===== src/rtl/i2c_temp_responder_if.sv =====
// Pad-side I2C signals of the temperature responder.
// SDA is open-drain: the responder only ever pulls it low.
interface i2c_temp_responder_if;
  logic scl_i;
  logic sda_i;
  logic sda_drive_low;

  modport master (
    output scl_i,
    output sda_i,
    input  sda_drive_low
  );

  modport slave (
    input  scl_i,
    input  sda_i,
    output sda_drive_low
  );
endinterface


===== src/rtl/i2c_temp_responder.sv =====
// ADT7420-style I2C responder serving a 13-bit temperature word.
// Bus lines are oversampled and filtered inside the clk domain.
module i2c_temp_responder #(
  parameter logic [6:0] DEV_ADDR   = 7'h4B,
  parameter int         FILTER_LEN = 3,
  parameter logic [7:0] ID_VALUE   = 8'hCB
) (
  input  logic                 clk,
  input  logic                 reset,
  i2c_temp_responder_if.slave  bus,
  input  logic [12:0]          temp_in,
  output logic [7:0]           config_o,
  output logic                 busy,
  output logic                 rd_done
);

  typedef enum logic [2:0] {
    IDLE, ADDR, ADDR_ACK, WR_BYTE,
    WR_ACK, RD_BYTE, RD_ACK, WAIT_STOP
  } state_t;

  localparam int RW = $clog2(FILTER_LEN + 1);
  localparam logic [RW-1:0] RUN_MAX = RW'(FILTER_LEN - 1);

  state_t state, state_n;

  logic [1:0]  raw, s1, s2, filt;
  logic        scl, sda, scl_q, sda_q;
  logic        scl_rise, scl_fall;
  logic        start_ev, stop_ev;
  logic [3:0]  cnt;
  logic [7:0]  rx, tx, pointer, rd_byte;
  logic [15:0] snapshot;
  logic        first_wr, ack_seen;
  logic        byte_done, addr_hit;

  assign raw = {bus.sda_i, bus.scl_i};

  // Two-flop synchronizer, preset to the idle-bus level.
  always_ff @(posedge clk) begin
    if (reset) begin
      s1 <= 2'b11;
      s2 <= 2'b11;
    end else begin
      s1 <= raw;
      s2 <= s1;
    end
  end

  for (genvar g = 0; g < 2; g++) begin : g_flt
    logic [RW-1:0] run;
    logic          lvl;
    assign filt[g] = lvl;
    // Adopt a new level after FILTER_LEN identical samples.
    always_ff @(posedge clk) begin
      if (reset) begin
        run <= '0;
        lvl <= 1'b1;
      end else if (s2[g] == lvl) begin
        run <= '0;
      end else if (run == RUN_MAX) begin
        run <= '0;
        lvl <= s2[g];
      end else begin
        run <= run + RW'(1);
      end
    end
  end

  assign scl = filt[0];
  assign sda = filt[1];

  // Previous filtered levels for edge and condition detection.
  always_ff @(posedge clk) begin
    if (reset) begin
      scl_q <= 1'b1;
      sda_q <= 1'b1;
    end else begin
      scl_q <= scl;
      sda_q <= sda;
    end
  end

  assign scl_rise  = scl & ~scl_q;
  assign scl_fall  = ~scl & scl_q;
  assign start_ev  = scl & scl_q & sda_q & ~sda;
  assign stop_ev   = scl & scl_q & ~sda_q & sda;
  assign byte_done = (cnt == 4'd8);
  assign addr_hit  = (rx[7:1] == DEV_ADDR);

  // Read-side register map.
  always_comb begin
    rd_byte = 8'h00;
    unique case (1'b1)
      pointer == 8'h00: rd_byte = snapshot[15:8];
      pointer == 8'h01: rd_byte = snapshot[7:0];
      pointer == 8'h03: rd_byte = config_o;
      pointer == 8'h0B: rd_byte = ID_VALUE;
      default: ;
    endcase
  end

  // State register.
  always_ff @(posedge clk) begin
    if (reset) state <= IDLE;
    else       state <= state_n;
  end

  // Next-state logic; STOP and START win in every state.
  always_comb begin
    state_n = state;
    if (stop_ev) begin
      state_n = IDLE;
    end else if (start_ev) begin
      state_n = ADDR;
    end else begin
      unique case (state)
        ADDR:
          if (scl_fall && byte_done)
            state_n = addr_hit ? ADDR_ACK : WAIT_STOP;
        ADDR_ACK:
          if (scl_fall)
            state_n = rx[0] ? RD_BYTE : WR_BYTE;
        WR_BYTE:
          if (scl_fall && byte_done) state_n = WR_ACK;
        WR_ACK:
          if (scl_fall) state_n = WR_BYTE;
        RD_BYTE:
          if (scl_fall && cnt == 4'd7) state_n = RD_ACK;
        RD_ACK:
          if (scl_rise && sda) state_n = WAIT_STOP;
          else if (scl_fall && ack_seen) state_n = RD_BYTE;
        default: state_n = state;
      endcase
    end
  end

  // Datapath: shifters, pointer, CONFIG and snapshot.
  always_ff @(posedge clk) begin
    if (reset) begin
      cnt      <= 4'd0;
      rx       <= 8'h00;
      tx       <= 8'h00;
      pointer  <= 8'h00;
      config_o <= 8'h00;
      snapshot <= 16'h0000;
      first_wr <= 1'b0;
      ack_seen <= 1'b0;
      rd_done  <= 1'b0;
    end else begin
      rd_done <= 1'b0;
      if (start_ev) begin
        cnt <= 4'd0;
      end else if (!stop_ev) begin
        unique case (state)
          ADDR, WR_BYTE: begin
            if (scl_rise && !byte_done) begin
              rx  <= {rx[6:0], sda};
              cnt <= cnt + 4'd1;
            end
            if (scl_fall && byte_done) begin
              cnt <= 4'd0;
              if (state == ADDR) begin
                first_wr <= 1'b1;
                if (addr_hit && rx[0])
                  snapshot <= {temp_in, 3'b000};
              end else begin
                first_wr <= 1'b0;
                if (first_wr) begin
                  pointer <= rx;
                end else begin
                  if (pointer == 8'h03) config_o <= rx;
                  pointer <= pointer + 8'd1;
                end
              end
            end
          end
          ADDR_ACK:
            if (scl_fall) begin
              cnt <= 4'd0;
              tx  <= rd_byte;
            end
          RD_BYTE:
            if (scl_fall) begin
              if (cnt == 4'd7) begin
                ack_seen <= 1'b0;
              end else begin
                tx  <= {tx[6:0], 1'b0};
                cnt <= cnt + 4'd1;
              end
            end
          RD_ACK: begin
            if (scl_rise) begin
              ack_seen <= ~sda;
              pointer  <= pointer + 8'd1;
              rd_done  <= (pointer == 8'h01);
            end
            if (scl_fall && ack_seen) begin
              tx  <= rd_byte;
              cnt <= 4'd0;
            end
          end
          default: ;
        endcase
      end
    end
  end

  // Outputs: SDA pull-low enable and busy flag.
  always_comb begin
    bus.sda_drive_low = 1'b0;
    unique case (state)
      ADDR_ACK, WR_ACK: bus.sda_drive_low = 1'b1;
      RD_BYTE:          bus.sda_drive_low = ~tx[7];
      default:          bus.sda_drive_low = 1'b0;
    endcase
    busy = (state != IDLE);
  end

endmodule

===== src/flat_wrapper.sv =====
// flat-port wrapper written by rule: the top's interface ports become plain ports
module i2c_temp_responder_flat 
#(
  parameter logic [6:0] DEV_ADDR   = 7'h4B,
  parameter int         FILTER_LEN = 3,
  parameter logic [7:0] ID_VALUE   = 8'hCB
)
  (clk, reset, temp_in, config_o, busy, rd_done, bus_scl_i, bus_sda_i, bus_sda_drive_low);
  i2c_temp_responder_if bus_i ();
  input  logic clk;
  input  logic reset;
  input  logic [12:0] temp_in;
  output logic [7:0] config_o;
  output logic busy;
  output logic rd_done;
  input wire logic [$bits(bus_i.scl_i)-1:0] bus_scl_i;
  input wire logic [$bits(bus_i.sda_i)-1:0] bus_sda_i;
  output wire logic [$bits(bus_i.sda_drive_low)-1:0] bus_sda_drive_low;
  assign bus_i.scl_i = bus_scl_i;
  assign bus_i.sda_i = bus_sda_i;
  assign bus_sda_drive_low = bus_i.sda_drive_low;
  i2c_temp_responder #(.DEV_ADDR(DEV_ADDR), .FILTER_LEN(FILTER_LEN), .ID_VALUE(ID_VALUE)) u_core (.clk(clk), .reset(reset), .bus(bus_i), .temp_in(temp_in), .config_o(config_o), .busy(busy), .rd_done(rd_done));
endmodule

===== config.mk =====
export PLATFORM = sky130hd
export DESIGN_NAME = i2c_temp_responder_flat
export DESIGN_NICKNAME = d
export VERILOG_FILES = /design/src/rtl/i2c_temp_responder_if.sv /design/src/rtl/i2c_temp_responder.sv /design/src/flat_wrapper.sv
export SDC_FILE = /design/constraint.sdc
export NUM_CORES = 1
export LEC_CHECK = 0
export ABC_AREA = 1
export CORE_UTILIZATION = 55
export DETAILED_ROUTE_END_ITERATION = 16
export PLACE_DENSITY = 0.88
export SLEW_MARGIN = 20
export SYNTH_ARGS = -nofsm -noshare
export SYNTH_HDL_FRONTEND = slang
export SYNTH_SLANG_ARGS = --single-unit

===== constraint.sdc =====
create_clock -name clk -period 2.2 [get_ports clk]
set_clock_uncertainty 0.15 [all_clocks]
set_input_delay 0.66 -clock clk [delete_from_list [all_inputs] [get_ports clk]]
set_output_delay 0.66 -clock clk [all_outputs]
set_load 0.01 [all_outputs]

* Word-level counts from Yosys, hierarchy flattened
Index checks and enable logic that the tools add are counted.
Word-level totals: register bits after elaboration 67, bits in latches 0, RAM bits 0, ROM bits 0, input bits 17, output and inout bits 11, word-level logic and storage cells 149, memories kept 0
Operators by class: add/subtract/negate cells 4, multiply operators 0, div/mod/pow operators 0, $lt $le $gt $ge 0, equal/unequal tests 36, shifts and indexed selects 0, mux-type cells 35, bitwise operators 20, reduce and logical (&&, ||, !) cells 35
Operators by type and width (number):
- $mux 8 | 8
- $reduce_and 7->1 | 5
- $pmux 8 s4 | 1
- $mux 3 | 9
- $mux 4 | 6
- $pmux 8 s3 | 1
- $ne 3x1->1 const B | 7
- $ne 2x1->1 const B | 10
- $pmux 3 s6 | 1
- $reduce_and 6->1 | 3
- $pmux 4 s4 | 1
- $pmux 8 s2 | 1
- $not 1->1 | 13
- $eq 3x3->1 const B | 3
- $reduce_or 3->1 | 3
- $add 8x1->8 const B | 1
- $eq 8x1->1 const B | 1
- $eq 8x2->1 const B | 1
- $eq 8x4->1 const B | 1
- $logic_not 8->1 | 1
- $reduce_and 4->1 | 2
- $reduce_or 2->1 | 4
- $and 1x1->1 | 7
- $eq 7x7->1 const B | 1
- 21 further kinds | 39

* Depth between registers and ports, before layout
depth after elaboration 7, depth in mapped cells 12, depth with buffers taken out 12

* Least setup slack after synthesis
No wires, ideal clock.
kind register to output, from register u_core.state[2], to output port bus_sda_drive_low, arrival time 1.061 ns, required time 1.390 ns, setup slack 0.329 ns, stages on the path, launching flop included 5, path buffers 2, cell sequence dfxtp_1 -> buf_2 -> nand3_2 -> buf_2 -> o21ai_0
On the way: word-level cells in the longest chain between the ends 3, elaborated cells on any way between the ends 5, those cells by class eq/ne: 3; mux: 1; reduce/logical: 1
Ends and longest elaborated chain:
- from (decl) | RTL line i2c_temp_responder.sv:25 | state_t state, state_n;
- from (signal assigned) | RTL line i2c_temp_responder.sv:106 | else state <= state_n;
- $eq 3x2->1 or $eq 3x3->1 (tied branches) | RTL line i2c_temp_responder.sv:212 | unique case (state)
- $reduce_or 2->1 | RTL line i2c_temp_responder.sv:212
- $pmux 1 s2 * | RTL line i2c_temp_responder.sv:212
- to (decl) | RTL line flat_wrapper.sv:18 | output wire logic [$bits(bus_i.sda_drive_low)-1:0] bus_sda_drive_low;
Every way passes the cells marked *; elsewhere a longest branch is shown, timed or not.

* Worst setup path after layout
from register u_core.config_o[2], to output port config_o[2]
RTL lines:
- from (decl) | RTL line i2c_temp_responder.sv:12 | output logic [7:0] config_o,
- from (signal assigned) | RTL line i2c_temp_responder.sv:172 | if (pointer == 8'h03) config_o <= rx;
- to (decl) | RTL line flat_wrapper.sv:13 | output logic [7:0] config_o;
No word-level cell between the ends.

==> flow_metrics.env <==
export IMPL_critPathBufInv=1
export IMPL_rsz0062_at_grt="false"
export IMPL_power_frac_clock_pct=34.0
export IMPL_yosysUniqueCellTypes=34
export IMPL_cp_start_kind="flip-flop"
export IMPL_cp_end_kind="output pin"
export IMPL_cpPeakStageDelay_ns=0.56
export IMPL_yosys_register_bits=67
export IMPL_max_slew_margin_rel_pct=61.8
export IMPL_final_cell_mix="92 x nand2_1, 79 x nor2_1, 64 x dfxtp_1"
export IMPL_multi_input_area_mm2=0.00178
export IMPL_fin_setup_tns_ns=0
export IMPL_ant_nets=0
export IMPL_maxCapViolCount=0
export IMPL_root_buffer="clkbuf_8"
export IMPL_dieArea_mm2=0.00662
export IMPL_place_area_mm2=0.00384
export IMPL_ys_async_sr_fraction_pct=0
export IMPL_io_pin_count=28
export IMPL_post_place_cells=608
export IMPL_register_area_mm2=0.00135
export IMPL_grt_pass1_vias=3112
export IMPL_netSwitchingPower_w=0.00133
export IMPL_placeableCoreArea_mm2=0.00599
export IMPL_final_net_count=568
export IMPL_cp_cell_sequence="clkdlybuf4s50_1"
export IMPL_critPathTopFamily="buffers and inverters"
export IMPL_grt_use_total_pct=27.3
export IMPL_path_clk_slew_ns=0.07
export IMPL_status="completed"
export IMPL_area_growth_pct=18.6
export IMPL_insertion_delay_ns=0.36
export IMPL_timing_final_crit_share_pct=96.6
export IMPL_die_y_um=81.4
export IMPL_crit_path_max_fanout=3
export IMPL_slowest_stage="clkdlybuf4s50_1"
export IMPL_hpwl_mm=5.87
export IMPL_port_buffers=27
export IMPL_worst_r2r_cell_count=10
export IMPL_grt_max_degree=46
export IMPL_wirelength_mm=8.29
export IMPL_place_gp_congestion=0.950
export IMPL_pwr_share_comb_pct=30.8
export IMPL_max_freq_ghz=0.471
export IMPL_tightest_slew_ns=0.571
export IMPL_hold_depth=1
export IMPL_post_cts_buffers=0
export IMPL_die_x_um=81.4
export IMPL_path_depth=1
export IMPL_synth_area_mm2=0.00346
export IMPL_p_leak_nw=1.69
export IMPL_tritoncts="built"
export IMPL_setup_violations=0
export IMPL_syn_num_nets=536
export IMPL_drv_slew=0
export IMPL_synth_edf_count=0
export IMPL_ir_worst_vdd_mv=0.718
export IMPL_p_per_area_mw_per_mm2=971
export IMPL_cts_sinks=67
export IMPL_vias=3455
export IMPL_path_class="flip-flop to output pin"
export IMPL_fin_util_pct=68.6
export IMPL_worstPathArrival_ns=1.31
export IMPL_antenna_found_initial=0
export IMPL_num_rows=28
export IMPL_power_internal_w=0.00266
export IMPL_final_common_cell="nand2_1"
export IMPL_ys_seq_area_share_pct=38.7
export IMPL_grt_pass1_wl_mm=13.7
export IMPL_synthCells=512
export IMPL_final_cells=624
export IMPL_cts_made_buffers=9
export IMPL_fill_cells=488
export IMPL_drive_gt1_share_pct=12.2
export IMPL_drtIter0Drc=265
export IMPL_dr_pass1_iters=5
export IMPL_routedWlPerCell_um=13.3
export IMPL_drcViolationCount=0
export IMPL_critPathRequiredTime_ns=1.39
export IMPL_cts_max_level=3
export IMPL_p_seq_share_pct=35.2
export IMPL_vias_per_cell=5.54
export IMPL_p_sw_share_pct=33.3
export IMPL_grt_ovfl_total=0
export IMPL_synth_warnings=0
export IMPL_hold_path_class="flip-flop to flip-flop"
export IMPL_initial_core_util_pct=57.8
export IMPL_avgSynthCellArea_um2=6.77
export IMPL_final_hold_viol_count=0
export IMPL_synth_flop_cell="dfxtp_1"
export IMPL_fin_area_mm2=0.00411
export IMPL_clockBufferDepth=2
export IMPL_period_minus_slack_ns=2.12
export IMPL_total_power_w=0.00399
export IMPL_diodes=0
==> path summary, 6_finish.rpt <==
path	start	to	slack, ns
max reg2reg	u_core.cnt[0]	u_core.pointer[7]	0.24
min	u_core.g_flt[1].run[0]	u_core.g_flt[1].run[0]	0.26
max	u_core.config_o[2]	config_o[2]	0.08
min reg2reg	u_core.g_flt[1].run[0]	u_core.g_flt[1].run[0]	0.26
==> metrics by stage <==
| stage | setup WS [ns] | hold slack [ns] |
|---|---|---|
| global route | 0.0416 | 0.276 |
| floorplan | 0.329 | 0.239 |
| detailed placement | 0.0462 | 0.247 |
| global placement | 0.119 | 0.243 |
| finish | 0.0757 | 0.260 |
| CTS | 0.00680 | 0.262 |
==> Yosys cell counts (2+ instances only) <==
| master | count | area (um^2) |
|---|---|---|
| inv_2 | 11 | 41.3 |
| a21oi_1 | 44 | 220 |
| clkbuf_1 | 7 | 26.3 |
| nand4_1 | 7 | 43.8 |
| or2_2 | 4 | 25.0 |
| nor2_2 | 4 | 25.0 |
| dfxtp_1 | 67 | 1340 |
| nand2_1 | 92 | 345 |
| o211ai_1 | 11 | 82.6 |
| buf_2 | 10 | 50.1 |
| o21ai_0 | 22 | 110 |
| o21ai_1 | 27 | 135 |
| nand3_1 | 40 | 200 |
| nand2_2 | 3 | 18.8 |
| a31oi_1 | 3 | 18.8 |
| nor2_1 | 79 | 297 |
| xor2_1 | 2 | 17.5 |
| ha_1 | 7 | 87.6 |
| inv_1 | 53 | 199 |
| nand3_2 | 4 | 40.0 |
| buf_4 | 2 | 15.0 |
==> power by group through the flow <==
stage          Combinational (W)  Clock (W)  Sequential [W]
3_3_place_gp             0.00121          0         0.00141
3_5_place_dp             0.00123          0         0.00142
6_report                 0.00123    0.00136         0.00140
2_1_floorplan           0.000930          0         0.00139
4_1_cts                  0.00122    0.00137         0.00140
5_1_grt                  0.00138    0.00142         0.00142
==> sequential cells by signal, indices dropped and copies added, names as in the netlist <==
signal / count
u_core.snapshot: 13
u_core.config_o: 8
u_core.pointer: 8
u_core.rx: 8
u_core.tx: 8
u_core.cnt: 4
u_core.g_flt.run: 4
u_core.state: 3
u_core.g_flt.lvl: 2
u_core.s1: 2
u_core.s2: 2
u_core.ack_seen: 1
u_core.first_wr: 1
u_core.rd_done: 1
u_core.scl_q: 1
u_core.sda_q: 1
==> logic make-up (layout without fill, tap and decap cells) <==
kind of cell / count (synthesis) / count (layout) / synth area share [%]
compound gates: 111 / 111 / 17.3
xor+xnor: 2 / 2 / 0.506
fa+ha+maj: 7 / 7 / 2.53
buf+inv: 85 / 122 / 10.0
flops: 67 / 67 / 38.7
simple gates: 240 / 240 / 30.9
==> layout make-up <==
cell class / instances / share of cell area [%]
timing repair buffer: 41 / 9.28
clock buffer: 9 / 3.01
tap: 75 / 2.28
clock inverter: 7 / 3.41
inverter: 65 / 6.00
multi-input combinational: 360 / 43.2
sequential: 67 / 32.8
==> layer usage <==
layer	GRT usage, %	vias up	share of wire [%]
met2	44.6	127	47
met4	13.0	0	2.2
met5	0	-	0
met1	33.8	1579	44
li1	-	1733	-
met3	6.07	16	6.7
==> what timing repair did <==
item | in CTS | in global routing
gates resized for setup | 7 | 2
hold buffers | 0 | 0
endpoints found under the setup margin | 2 | 3
No activity file was read; power rests on OpenSTA's default activity.
